[config.mk]
export PLATFORM = sky130hd
export DESIGN_NAME = load_store_unit
export DESIGN_NICKNAME = d
export VERILOG_FILES = /design/src/rtl/load_store_unit.sv
export SDC_FILE = /design/constraint.sdc
export NUM_CORES = 1
export LEC_CHECK = 0
export CORE_MARGIN = 5
export CORE_UTILIZATION = 45
export CTS_BUF_LIST = sky130_fd_sc_hd__clkbuf_8
export DETAILED_ROUTE_END_ITERATION = 8
export PLACE_DENSITY = 0.82
export SYNTH_ARGS = -nofsm -noshare
export SYNTH_HDL_FRONTEND = slang
export SYNTH_SLANG_ARGS = --single-unit
export TNS_END_PERCENT = 100
[constraint.sdc]
create_clock -name clk -period 2.45 [get_ports clk]
set_input_delay 0.3675 -clock clk [delete_from_list [all_inputs] [get_ports clk]]
set_output_delay 0.3675 -clock clk [all_outputs]
set_load 0.02 [all_outputs]
[src/rtl/load_store_unit.sv]
// load_store_unit: byte/half/word load-store initiator for a word-indexed, registered-read data memory.
// Sub-word stores are read-modify-write; one request in flight.
// Optional macro LSU_MISALIGN_CHECK_EN: reject misaligned, illegal-size and out-of-range requests
// with resp_err and no memory access. Undefined: low address bits ignored, size 11 acts as word.
module load_store_unit #(
  parameter int unsigned MEM_WORDS     = 1024,
  parameter bit          LITTLE_ENDIAN = 1'b1
) (
  input  logic        clk,
  input  logic        reset,
  input  logic        req_valid,
  output logic        req_ready,
  input  logic        req_write,
  input  logic [1:0]  req_size,
  input  logic        req_unsigned,
  input  logic [31:0] req_addr,
  input  logic [31:0] req_wdata,
  output logic        resp_valid,
  output logic [31:0] resp_rdata,
  output logic        resp_err,
  output logic [31:0] mem_address,
  output logic [31:0] mem_write_data,
  output logic        MemWrite,
  output logic        MemRead,
  input  logic [31:0] mem_data_in
);

  localparam int unsigned DW  = 32;
  localparam int unsigned SHW = 5;

  localparam logic [1:0] SZ_BYTE = 2'b00;
  localparam logic [1:0] SZ_HALF = 2'b01;
  localparam logic [1:0] SZ_WORD = 2'b10;
  localparam logic [1:0] SZ_ILL  = 2'b11;

  // One-hot so every strobe is a plain register bit.
  typedef enum logic [4:0] {
    IDLE = 5'b00001,
    RD   = 5'b00010,
    CAP  = 5'b00100,
    WR   = 5'b01000,
    RESP = 5'b10000
  } state_e;

  state_e state_q, state_d;

  logic           write_q, write_d;
  logic [1:0]     size_q, size_d;
  logic           uns_q, uns_d;
  logic [1:0]     lane_q, lane_d;
  logic [DW-1:0]  addr_q, addr_d;
  logic [DW-1:0]  wdata_q, wdata_d;
  logic [DW-1:0]  rdata_q, rdata_d;
  logic           err_q, err_d;

  logic           accept;
  logic           req_err;
  logic [1:0]     size_eff;
  logic [DW-1:0]  req_idx;
  logic           idx_oob;
  logic [SHW-1:0] lane_sh;
  logic [DW-1:0]  lane_mask;
  logic [DW-1:0]  rd_shifted;
  logic [DW-1:0]  load_ext;
  logic [DW-1:0]  merged;

  assign accept   = req_valid & (state_q == IDLE);
  assign size_eff = (req_size == SZ_ILL) ? SZ_WORD : req_size;
  assign req_idx  = {2'b00, req_addr[DW-1:2]};
  assign idx_oob  = (req_idx >= DW'(MEM_WORDS));

`ifdef LSU_MISALIGN_CHECK_EN
  assign req_err = (req_size == SZ_ILL)
                 | ((req_size == SZ_HALF) & req_addr[0])
                 | ((req_size == SZ_WORD) & (req_addr[1:0] != 2'b00))
                 | idx_oob;
`else
  logic unused_idx_oob;
  assign unused_idx_oob = idx_oob;
  assign req_err        = 1'b0;
`endif

  // Bit offset and mask of the addressed lane within the memory word.
  always_comb begin
    lane_sh   = '0;
    lane_mask = '1;
    case (size_q)
      SZ_BYTE: begin
        lane_sh   = LITTLE_ENDIAN ? {lane_q, 3'b000} : {~lane_q, 3'b000};
        lane_mask = DW'(32'h0000_00FF) << lane_sh;
      end
      SZ_HALF: begin
        lane_sh   = LITTLE_ENDIAN ? {lane_q[1], 4'b0000} : {~lane_q[1], 4'b0000};
        lane_mask = DW'(32'h0000_FFFF) << lane_sh;
      end
      default: begin
        lane_sh   = '0;
        lane_mask = '1;
      end
    endcase
  end

  assign rd_shifted = mem_data_in >> lane_sh;
  assign merged     = (mem_data_in & ~lane_mask) | ((wdata_q << lane_sh) & lane_mask);

  // Lane select plus zero/sign extension of the captured read word.
  always_comb begin
    load_ext = rd_shifted;
    case (size_q)
      SZ_BYTE: load_ext = uns_q ? {24'h00_0000, rd_shifted[7:0]}
                                : {{24{rd_shifted[7]}}, rd_shifted[7:0]};
      SZ_HALF: load_ext = uns_q ? {16'h0000, rd_shifted[15:0]}
                                : {{16{rd_shifted[15]}}, rd_shifted[15:0]};
      default: load_ext = rd_shifted;
    endcase
  end

  // State register; reset drops every strobe at once.
  always_ff @(posedge clk or negedge reset) begin
    if (!reset) state_q <= IDLE;
    else        state_q <= state_d;
  end

  // Next-state logic.
  always_comb begin
    state_d = state_q;
    case (state_q)
      IDLE: begin
        if (accept) begin
          if (req_err)                               state_d = RESP;
          else if (req_write && size_eff == SZ_WORD) state_d = WR;
          else                                       state_d = RD;
        end
      end
      RD:      state_d = CAP;
      CAP:     state_d = write_q ? WR : RESP;
      WR:      state_d = RESP;
      RESP:    state_d = IDLE;
      default: state_d = IDLE;
    endcase
  end

  // Handshake and memory strobes decoded from the state register.
  always_comb begin
    req_ready  = 1'b0;
    MemRead    = 1'b0;
    MemWrite   = 1'b0;
    resp_valid = 1'b0;
    case (state_q)
      IDLE:    req_ready  = 1'b1;
      RD:      MemRead    = 1'b1;
      WR:      MemWrite   = 1'b1;
      RESP:    resp_valid = 1'b1;
      default: req_ready  = 1'b0;
    endcase
  end

  // Request latch, RMW merge and response capture.
  always_comb begin
    write_d = write_q;
    size_d  = size_q;
    uns_d   = uns_q;
    lane_d  = lane_q;
    addr_d  = addr_q;
    wdata_d = wdata_q;
    rdata_d = rdata_q;
    err_d   = err_q;
    case (state_q)
      IDLE: begin
        if (accept) begin
          write_d = req_write;
          size_d  = size_eff;
          uns_d   = req_unsigned;
          lane_d  = req_addr[1:0];
          addr_d  = req_idx;
          if (req_write) wdata_d = req_wdata;
          if (req_err) begin
            rdata_d = '0;
            err_d   = 1'b1;
          end
        end
      end
      CAP: begin
        if (write_q) begin
          wdata_d = merged;
        end else begin
          rdata_d = load_ext;
          err_d   = 1'b0;
        end
      end
      WR: begin
        rdata_d = '0;
        err_d   = 1'b0;
      end
      default: ;
    endcase
  end

  // Datapath registers.
  always_ff @(posedge clk or negedge reset) begin
    if (!reset) begin
      write_q <= 1'b0;
      size_q  <= SZ_BYTE;
      uns_q   <= 1'b0;
      lane_q  <= 2'b00;
      addr_q  <= '0;
      wdata_q <= '0;
      rdata_q <= '0;
      err_q   <= 1'b0;
    end else begin
      write_q <= write_d;
      size_q  <= size_d;
      uns_q   <= uns_d;
      lane_q  <= lane_d;
      addr_q  <= addr_d;
      wdata_q <= wdata_d;
      rdata_q <= rdata_d;
      err_q   <= err_d;
    end
  end

  assign mem_address    = addr_q;
  assign mem_write_data = wdata_q;
  assign resp_rdata     = rdata_q;
  assign resp_err       = err_q;

endmodule

Word level (Yosys, flattened, before mapping)
Index checks and enable logic that the tools add are counted.
{ "op_classes": {"eq_ne": 12, "shift": 4, "mux": 22, "bitwise_logic": 5, "n_reduce_logical": 7} }
{ "op_table": {"columns": ["cell", "n"], "rows": [
  ["case mux 32 bit (2 select lines)", 4],
  ["two-way mux 32 bit", 6],
  ["AND 32 bit", 2],
  ["inverter 32 bit", 1],
  ["bitwise OR 32 bit", 1],
  ["left shift 16 x 5 -> 32 bit, first input constant", 1],
  ["left shift 32 x 5 -> 32 bit", 1],
  ["left shift 8 x 5 -> 32 bit, first input constant", 1],
  [">> shifter 32 x 5 -> 32 bit", 1],
  ["case mux 5 bit (4 select lines)", 1],
  ["two-way mux 5 bit", 2],
  ["case mux 5 bit (2 select lines)", 1],
  ["!= test 2 bit, second input constant", 4],
  ["== test 5 x 1 -> 1 bit, second input constant", 1],
  ["== test 5 x 2 -> 1 bit, second input constant", 1],
  ["== test 5 x 3 -> 1 bit, second input constant", 1],
  ["== test 5 x 4 -> 1 bit, second input constant", 1],
  ["== test 5 bit, second input constant", 1],
  ["two-way mux 1 bit", 5],
  ["== test 2 bit, second input constant", 2],
  ["two-way mux 4 bit", 1],
  ["AND reduction 2 bit", 2],
  ["AND reduction 4 bit", 1],
  ["nonzero test 2 bit", 2],
  ["6 further kinds", 6]
]} }
{ "word_totals": {"reg_bits": 106, "inputBits": 103, "out_inout_bits": 101, "wordCells": 59} }

Depth between registers and ports, before layout
Gate-level depths: netlist (run 1).
{ "depth": {"ltp_word": 7, "mapped_depth": 7, "ltp_nobuf": 5} }

Worst setup path before layout (run 1)
OpenSTA, ideal clock, no wires.
{ "synth_timing": {"path_type": "register to register", "startpoint": "register state_q[1]", "endpoint": "register (tool-made name)", "t_arrival_ps": 1866, "t_required_ps": 2325, "path_slack_ps": 458, "path_stages_with_launch": 7, "path_buffers": 2, "period_less_slack_ps": 1992, "path_cell_list": "dfrtp_1 or3_1 buf_6 nor3_4 a2bb2oi_4 buf_6 mux2_4"} }
{ "synth_lines": {"columns": ["element", "line_no", "rtl"], "rows": [
  ["from (decl)", "45", "state_e state_q, state_d;"],
  ["from (signal assigned)", "121", "else state_q <= state_d;"]
]} }

Worst setup path in the final report (run 1)
{ "layout_timing": {"startpoint": "register lane_q[0]", "endpoint": "register rdata_q[26] (netlist: resp_rdata[26])"} }
{ "layout_via": {"elab_chain_len": 6, "word_cells_on_any_way": 7, "classes_between": "shift (1); mux (6)"} }
{ "layout_rtl": {"columns": ["element", "line_no", "rtl"], "rows": [
  ["from (decl)", "50", "logic [1:0] lane_q, lane_d;"],
  ["from (signal assigned)", "214", "lane_q <= lane_d;"],
  ["case mux 5 bit (2 select lines) *", "87", "case (size_q)"],
  [">> shifter 32 x 5 -> 32 bit *", "103", "assign rd_shifted = mem_data_in >> lane_sh;"],
  ["two-way mux 32 bit (on tied branches)", "112, 110", null],
  ["case mux 32 bit (2 select lines) *", "109", "case (size_q)"],
  ["two-way mux 32 bit *", "184", "if (write_q) begin"],
  ["case mux 32 bit (2 select lines) *", "168", "case (state_q)"],
  ["to (signal assigned)", "217", "rdata_q <= rdata_d;"],
  ["to (decl)", "53", "logic [DW-1:0] rdata_q, rdata_d;"]
]} }
Mark *: on every way between the ends. The rest lies on a longest branch, timed or not. The select of a mux whose other input is x is not followed.
A chain may end at the register's enable or synchronous reset.

==> results by group, run 1 <==
GRT
  – Global-route wire length before repair: 29.37 mm
  – GR Util All Layers: 25.04%
  – Pin count of the biggest net entering global routing: 51
  – Gr ovfl total: 0
  – Initial antenna violation count: 1
  – Vias in the first global route: 5,422

STA
  – Layout Skew: 0.007867 ns
  – Worst-Margin Slew: 0.7702 ns
  – Final setup viols: 0
  – Setup TNS: 0 ns
  – Fmax: 440.6 MHz
  – Relative slew slack: 48.53%
  – Period utilisation layout: 92.63%
  – Hold Violations, Final: 0
  – RSZ-0062 raised after global routing: false
  – Period minus WS final: 2.269 ns
  – Final hold slack: 0.4860 ns
  – Slew Viols, Final: 0

Final layout
  – Fillers: 979
  – Layout area overhead: 40.94%
  – Final core occ: 64.64%
  – Register Area: 0.002629 mm2
  – Layout Nets: 819
  – Non-filler cells, final: 894
  – Share of post-route cells with drive strength above 1: 14.15%
  – Area of the multi-input gates: 0.002874 mm2

Worst setup path
  – Setup Crit Path Kind: register to register
  – Reg-to-reg critical path endpoint: resp_rdata[26]
  – Worst Reg2Reg Path Length in Cells: 4
  – Worst-path maximum fanout: 16
  – Worst r2r src: lane_q[0]
  – CP endpoint kind: register
  – Required time worst endpoint: 2.77 ns
  – Arrival time worst endpoint: 2.59 ns
  – R2r setup slk: 0.18 ns
  – Startpoint Class: register

Routing
  – DR pass1 iterations: 6
  – Drt wl/cell: 21.22 um
  – Detail Route Antenna Nets: 0
  – Via Count: 5,331
  – Initial DRC Count: 469
  – # DRC: 0
  – DRT Wirelength: 18.97 mm
  – Detailed-route vias per instance: 5.963

Synth
  – Post-synth top cells: 104 x dfrtp_1, 41 x mux2_2, 31 x and3_1
  – Post-synthesis cell type count: 54
  – Primary FF master, synth: dfrtp_1
  – Post-synthesis cell area: 0.005764 mm2
  – Yosys top cell by area: dfrtp_1
  – Cell count after synthesis: 530
  – Synth warn: 0
  – Number of synthesized flops with an enable pin: 0
  – Async set-reset flop share out of synthesis: 100.0%
  – Cell with the most instances after synthesis: dfrtp_1
  – Top cells by area, synth: dfrtp_1 45%, mux2_2 8.0%, and3_1 3.4%
  – Area share of the largest cell type after synthesis: 45.15%
  – Mean area per synthesized cell: 10.88 um2
  – Sequential area share after synthesis: 45.60%
  – Number of synthesized register bits: 105

Floorplan
  – I/O Pins: 204
  – Core Rows: 41
  – Die area: 0.01517 mm2
  – Initial Util: 45.86%
  – Core Region: 0.01257 mm2
  – Die Width: 123.2 um
  – Die span in y: 123.2 um

CTS
  – CTS tree: yes
  – Clock Sinks: 105
  – Num CTS Buffers: 9
  – Clock Latency Late Sink: 0.38 ns
  – CTS root buf: clkbuf_8
  – Worst-path clk slew: 0.10 ns
  – Max Buffers Root-to-Sink: 2
  – CTS H-tree depth: 3

Status
  – Status: finished clean

Power and ir drop
  – VDD IR max: 707.7 uV
  – P_leak: 3.523 nW
  – PwrDens: 1265 mW/mm2
  – Post-layout total power: 0.01028 W

Min path
  – Hold crit path type: primary input to async pin

Placed design
  – IO buf count: 200
  – Routability cong.: 0.9182
  – Placed cells: 876
  – HPWL after DPL: 14.43 mm

Run
  – Max-Cap Viols: 0
==> worst max-delay path by stage <==
stage	start	to
CTS	state_q[3]	MemRead
detailed placement	mem_data_in[15]	resp_rdata[26]
global route	lane_q[0]	resp_rdata[26]
global placement	mem_data_in[15]	resp_rdata[26]
floorplan	state_q[1]	register
finish	lane_q[0]	resp_rdata[26]
==> worst max-delay path, stage by stage, from the launching register on <==
cell      delay [ns]
dfrtp_1         0.66
nand2b_1        0.26
a221oi_1        0.45
and3_1          0.60
a221o_1         0.25
==> layer usage <==
layer  global-route usage (%)  vias to the layer above  part of all wire [%]
met2                    40.23                      311                    48
met4                    10.52                        0                   3.3
met5                        0                        -                     0
li1                         -                     2371                     -
met3                    6.313                       45                   9.1
met1                    32.31                     2604                    39
==> layout make-up <==
| class | count | area share (%) |
|---|---|---|
| Multi-Input combinational cell | 370 | 35.38 |
| Clock buffer | 11 | 1.864 |
| Sequential cell | 105 | 32.36 |
| Tap cell | 172 | 2.649 |
| Timing Repair Buffer | 223 | 27.12 |
| Clock inverter | 5 | 0.2772 |
| Inverter | 7 | 0.3234 |
| Antenna cell | 1 | 0.03080 |
==> cells by family after synthesis <==
group / count (synthesis) / synth area share (%)
and+or+nand+nor: 174 / 18.30
other: 1 / 0.06506
buffers and inverters: 57 / 4.841
muxes: 58 / 12.57
AOI/OAI and AO/OA: 135 / 18.62
DFF: 105 / 45.60
==> where the power goes <==
group          internal [W]  total, W  switching (W)
sequential          0.00258   0.00332       0.000740
combinational       0.00295   0.00596        0.00301
clock              0.000414   0.00100       0.000587
==> cell usage in the layout (no fill, tap or decap), types with 16 or more instances in the layout <==
cell type and instances:
a21o_1 16, dfrtp_1 104, nand3_1 17, clkdlybuf4s50_1 196, mux2_2 41, nor3_1 17, nand2_1 28, nand2b_1 20
a31oi_1 16, buf_4 21, nand3b_1 16, and3_1 31
==> through the flow <==
stage / worst slack [ns] / area [um2]
floorplan: 0.4585 / 5772
global placement: 0.2060 / 7929
detailed placement: 0.1243 / 7929
CTS: 0.01336 / 8117
global route: 0.004125 / 8124
finish: 0.1805 / 8124
==> repair_timing <==
action,in CTS,in global routing
hold endpoints to repair,33,0
endpoints found under the setup margin,2,2
hold buffers,1,0
setup buffers,0,0
resized for setup,2,2
No activity file was read; power rests on OpenSTA's default activity.
==> inputs of run 2 (changes only) <==
==> constraint.sdc (replaced) <==
create_clock -name clk -period 2.25 [get_ports clk]
set_input_delay 0.3375 -clock clk [delete_from_list [all_inputs] [get_ports clk]]
set_output_delay 0.3375 -clock clk [all_outputs]
set_load 0.02 [all_outputs]
==> run 2 against run 1 <==
Sequential share of layout area decreased by 0.27 points. Via count shrank 1.1%. Worst setup slack got worse by 0.062 ns. Global-route usage rose by 0.32 points. Design area is 0.85% higher. Combinational power up 11%. Clock-buffer cell count grew 1. First-iteration DRC count decreased by 5.1%. Non-clock buffer count is 8 higher. Critical path type is now register to output pin. Critical path depth down 1. Routed wire length grew 1.3%.
==> results by group, run 2 (synthesis results as in run 1) <==
Status
  – Status: finished clean

Floorplan
  – Core Region: 0.01257 mm2 (unchanged)
  – Initial Util: 45.86% (unchanged)
  – Die span in y: 123.2 um (unchanged)
  – Die Width: 123.2 um (unchanged)
  – Die area: 0.01517 mm2 (unchanged)
  – I/O Pins: 204 (unchanged)
  – Core Rows: 41 (unchanged)

GRT
  – Gr busiest metal: met2
  – M3 GR Usage: 7.182% (+0.87 points)
  – Vias in the first global route: 5,390 (-0.59%)
  – GR Util All Layers: 25.36% (+0.32 points)
  – Global-route wire length before repair: 29.34 mm (-0.12%)
  – Pin count of the biggest net entering global routing: 51 (unchanged)
  – Gr ovfl total: 0 (unchanged)
  – Initial antenna violation count: 0 (-1)
  – Met1 Track Usage GR: 32.76% (+0.45 points)
  – GRT met2 Usage: 39.65% (-0.58 points)

Worst setup path
  – Worst Reg2Reg Path Length in Cells: 5 (+1)
  – Worst r2r src: state_q[0]
  – Worst-path maximum fanout: 5 (-11)
  – Startpoint Class: register
  – R2r setup slk: 0.20 ns (+0.02 ns)
  – Required time worst endpoint: 1.91 ns (-0.86 ns)
  – Setup Crit Path Kind: register to output pin
  – Arrival time worst endpoint: 1.79 ns (-0.80 ns)
  – CP endpoint kind: output pin

CTS
  – Setup Fix Bufs, Post-CTS: 0 (unchanged)
  – Max Buffers Root-to-Sink: 2 (unchanged)
  – CTS root buf: clkbuf_8
  – Clock Sinks: 105 (unchanged)
  – CTS tree: yes
  – Num CTS Buffers: 9 (unchanged)
  – Clock Latency Late Sink: 0.39 ns (about the same)
  – CTS H-tree depth: 3 (unchanged)
  – Worst-path clk slew: 0.09 ns (about the same)

Routing
  – Detail Route Antenna Nets: 0 (unchanged)
  – # DRC: 0 (unchanged)
  – Drt wl/cell: 21.35 um (+0.58%)
  – DR pass1 iterations: 5 (-1)
  – DRT Wirelength: 19.21 mm (+1.3%)
  – Initial DRC Count: 445 (-5.1%)
  – Via Count: 5,272 (-1.1%)
  – Detailed-route vias per instance: 5.858 (-1.8%)

Power and ir drop
  – P_leak: 3.535 nW (+0.33%)
  – VDD IR max: 775.9 uV (+9.6%)
  – PwrDens: 1381 mW/mm2 (+9.2%)

Placed design
  – Placed cells: 884 (+0.91%)
  – Routability cong.: 0.9066 (-1.3%)
  – IO buf count: 200 (unchanged)
  – HPWL after DPL: 14.59 mm (+1.1%)

Final layout
  – Layout Nets: 827 (+0.98%)
  – Non-filler cells, final: 900 (+0.67%)
  – Layout area overhead: 42.13%
  – Antenna Cells: 0 (-1)
  – Commonest non-fill, non-tap cell in the layout: clkdlybuf4s50_1
  – Commonest non-fill, non-tap cells in the layout: 195 x clkdlybuf4s50_1, 104 x dfrtp_1, 41 x mux2_2
  – Share of post-route cells with drive strength above 1: 16.07% (+1.9 points)

STA
  – Period utilisation layout: 94.73%
  – Setup TNS: 0 ns (unchanged)
  – Slew Viols, Final: 0 (unchanged)
  – Period minus WS final: 2.131 ns
  – RSZ-0062 raised after global routing: false
  – Fmax: 469.2 MHz
  – Worst-Margin Slew: 0.8119 ns (+0.04168 ns)
  – Final setup viols: 0 (unchanged)
  – Hold Violations, Final: 0 (unchanged)
  – Relative slew slack: 45.81% (-2.7 points)
  – Layout Skew: 0.007054 ns (-0.0008132 ns)

Run
  – Max-Cap Viols: 0 (unchanged)

Min path
  – Hold crit path type: primary input to async pin
## run 2: per-stage QoR
step                      worst slack (ns)  total power [W]  utilization (%)  instance area, um2  hold slack (ns)
after floorplan                     0.2585         0.007277                -                5772          0.04191
after detailed placement           0.05984          0.01017            63.46                7976           0.2556
after global routing               0.01538          0.01192            65.19                8193           0.3977
after CTS                          0.05811          0.01130            64.98                8167           0.3706
after global placement              0.1083         0.009989            63.46                7976           0.2487
final                               0.1187          0.01132            65.19                8193           0.3786
## run 2: worst max path at each step
stage | start | end | slack (ns)
5_1_grt | state_q[3] | MemRead | 0.02
4_1_cts | state_q[1] | register | 0.06
6_report | state_q[3] | MemRead | 0.12
3_5_place_dp | mem_data_in[15] | resp_rdata[17] | 0.06
3_3_place_gp | mem_data_in[15] | resp_rdata[26] | 0.11
2_1_floorplan | state_q[1] | register | 0.26
## run 2: layer usage
metal,vias up,routed length (um)
met5,-,0
met4,0,641
met3,44,1860
met2,304,9089
met1,2549,7622
li1,2375,-
## run 2: what timing repair did
| action | CTS | global route |
|---|---|---|
| hold buffers | 1 | 0 |
| gates resized for setup | 5 | 7 |
| hold endpoints to repair | 20 | 0 |
| setup endpoints to repair | 4 | 21 |
## run 2: layout make-up
| type | count | area (um2) |
|---|---|---|
| fill | 957 | 4375 |
| multi-input combinational | 370 | 2900 |
| sequential | 105 | 2629 |
| timing repair buffer | 231 | 2242 |
| tap | 172 | 215.2 |
| clock buffer | 12 | 165.2 |
| inverter | 7 | 26.28 |
| clock inverter | 3 | 15.01 |
## run 2: worst max-delay path, cell delays in order, from the launching register on
cell           delay [ns]
dfrtp_1              0.43
nor3_2               0.34
and3b_1              0.25
dlygate4sd2_1        0.39
## run 2: report_power, final
| group | switching [W] | internal (W) | leakage (nW) |
|---|---|---|---|
| registers | 0.000787 | 0.00281 | 1.29 |
| clock network | 0.000648 | 0.000482 | 0.0980 |
| logic | 0.00332 | 0.00327 | 2.15 |
==> inputs of run 3 (changes only) <==
--- a/config.mk
+++ b/config.mk
@@ -6,10 +6,12 @@
 export NUM_CORES = 1
 export LEC_CHECK = 0
 export CORE_MARGIN = 5
-export CORE_UTILIZATION = 45
+export CORE_UTILIZATION = 60
 export CTS_BUF_LIST = sky130_fd_sc_hd__clkbuf_8
 export DETAILED_ROUTE_END_ITERATION = 8
-export PLACE_DENSITY = 0.82
+export DONT_BUFFER_PORTS = 1
+export PLACE_DENSITY = 0.78
+export SLEW_MARGIN = 20
 export SYNTH_ARGS = -nofsm -noshare
 export SYNTH_HDL_FRONTEND = slang
 export SYNTH_SLANG_ARGS = --single-unit
==> run 3 against run 2 <==
The flow now finishes with violations (hold timing). Via count shrank 14%. Global-route usage grew 3.7 points. Register-to-register slack gained 0.02 ns. Combinational power shrank 47%. First-iteration DRC count shrank 27%. Worst hold slack lost 0.73 ns. Final cell count shrank 27%. Core utilization grew 0.60 points.
==> results by group, run 3 (synthesis results as in run 1) <==
Status
  – Status: finished, violations left
  – Failing checks: hold timing

Final layout
  – Design Area, Final: 0.006107 mm2 (-25%)
  – Layout Nets: 625 (-24%)
  – Layout area overhead: 5.948%
  – Commonest non-fill, non-tap cells in the layout: 103 x dfrtp_1, 41 x mux2_2, 31 x and3_1
  – Fillers: 735 (-23%)
  – Commonest non-fill, non-tap cell in the layout: dfrtp_1
  – Share of post-route cells with drive strength above 1: 21.48% (+5.4 points)
  – Antenna Cells: 0 (unchanged)

STA
  – Fmax: 492.2 MHz (+4.9%)
  – Final WS setup: 0.2183 ns (+0.09963 ns)
  – Period utilisation layout: 90.30% (-4.4 points)
  – Setup TNS: 0 ns (unchanged)
  – Relative slew slack: 48.90% (+3.1 points)
  – Final setup viols: 0 (unchanged)
  – Worst-Margin Slew: 0.7656 ns (-0.04630 ns)
  – Period minus WS final: 2.032 ns (-0.09963 ns)
  – RSZ-0062 raised after global routing: false
  – Slew Viols, Final: 0 (unchanged)
  – Final hold slack: -0.3537 ns (-0.7322 ns)
  – Hold Violations, Final: 105 (+105)
  – Layout Skew: 0.01562 ns (+0.008568 ns)

Floorplan
  – Core Region: 0.009284 mm2 (-26%)
  – Die Width: 108.0 um (-12%)
  – Die span in y: 108.0 um (-12%)
  – Die area: 0.01167 mm2 (-23%)
  – I/O Pins: 204 (unchanged)
  – Core Rows: 35 (-15%)
  – Initial Util: 62.09% (+16 points)

Power and ir drop
  – P_leak: 2.731 nW (-23%)
  – VDD IR max: 894.9 uV (+15%)
  – PwrDens: 1532 mW/mm2 (+11%)

CTS
  – Worst-path clk slew: 0.11 ns (+0.02 ns)
  – CTS tree: yes
  – Max Buffers Root-to-Sink: 2 (unchanged)
  – Num CTS Buffers: 9 (unchanged)
  – Clock Sinks: 105 (unchanged)
  – CTS root buf: clkbuf_8
  – CTS H-tree depth: 3 (unchanged)
  – Clock Latency Late Sink: 0.37 ns (-0.02 ns)

Routing
  – DRT Wirelength: 16.80 mm (-13%)
  – Via Count: 4,537 (-14%)
  – Initial DRC Count: 323 (-27%)
  – Drt wl/cell: 25.65 um (+20%)
  – # DRC: 0 (unchanged)
  – DR pass1 iterations: 5 (unchanged)
  – Detailed-route vias per instance: 6.927 (+18%)
  – Detail Route Antenna Nets: 0 (unchanged)

Worst setup path
  – Startpoint Class: register
  – Worst-path maximum fanout: 9 (+4)
  – CP Launch Point: state_q[1]
  – Worst r2r src: state_q[1]
  – Required time worst endpoint: 2.54 ns (+0.63 ns)
  – Worst Reg2Reg Path Length in Cells: 5 (unchanged)
  – Arrival time worst endpoint: 2.32 ns (+0.53 ns)
  – CP endpoint kind: register
  – Setup Crit Path Kind: register to register

Run
  – Max-Cap Viols: 0 (unchanged)

GRT
  – Initial antenna violation count: 1 (+1)
  – Vias in the first global route: 4,630 (-14%)
  – Gr ovfl total: 0 (unchanged)
  – GR Util All Layers: 29.02% (+3.7 points)
  – Pin count of the biggest net entering global routing: 106 (+110%)
  – Global-route wire length before repair: 25.94 mm (-12%)

Placed design
  – Placed Area: 0.005904 mm2 (-26%)
  – DP Worst Slack: 0.1110 ns (+0.05118 ns)
  – IO buf count: 0 (-100%)
  – Routability cong.: 0.8950 (-1.3%)
  – HPWL after DPL: 12.58 mm (-14%)

Min path
  – Hold crit path type: primary input to async pin
-- run 3: layout make-up --
cell class	count	area, um2	share of cell area (%)
clock inverters	6	51.30	0.8400
inverters	7	26.28	0.4302
repair buffers	29	217.7	3.565
well taps	129	161.4	2.643
flip-flops and latches	105	2630	43.06
multi-input cells	370	2897	47.43
clock buffers	9	123.9	2.028
-- run 3: critical path: stages (launching register included) --
cell and delay, ns:
dfrtp_1 0.44, or3_4 0.49, nor3_4 0.24, a2bb2oi_4 0.33, buf_4 0.24, mux2i_1 0.21
-- run 3: per-layer routing --
layer  wire, um  GRT usage (%)
met2       7874          45.87
met1       6010          34.98
met3       2159          10.99
met5         13              0
met4        741          14.16
-- run 3: through the flow --
step                      util (%)  power [W]  instances
after floorplan                  -   0.007277        532
after global placement       63.60   0.008069        640
after detailed placement     63.60   0.008237        640
after CTS                    65.49   0.009314        655
after global routing         65.78   0.009916        655
final                        65.78   0.009358        655
-- run 3: where the power goes --
group | leakage [nW] | internal [W] | switching, W
Combinational | 1.35 | 0.00173 | 0.00176
Clock | 0.0920 | 0.000415 | 0.000673
Sequential | 1.29 | 0.00280 | 0.00198
Total | 2.73 | 0.00495 | 0.00441
-- run 3: path summary, 6_finish.rpt --
path	end	slack, ns
setup / recovery	register	0.22
hold / removal	mem_write_data[1]	-0.35
setup reg to reg	register	0.22
hold reg to reg	write_q	0.58
max in group asynchronous	state_q[0]	2.34
min in group clk	state_q[0]	0.04
-- run 3: what timing repair did --
action,4_1_cts,5_1_grt
hold endpoints to repair,105,105
setup buffers,0,0
setup endpoints to repair,0,23
gates resized for setup,0,6
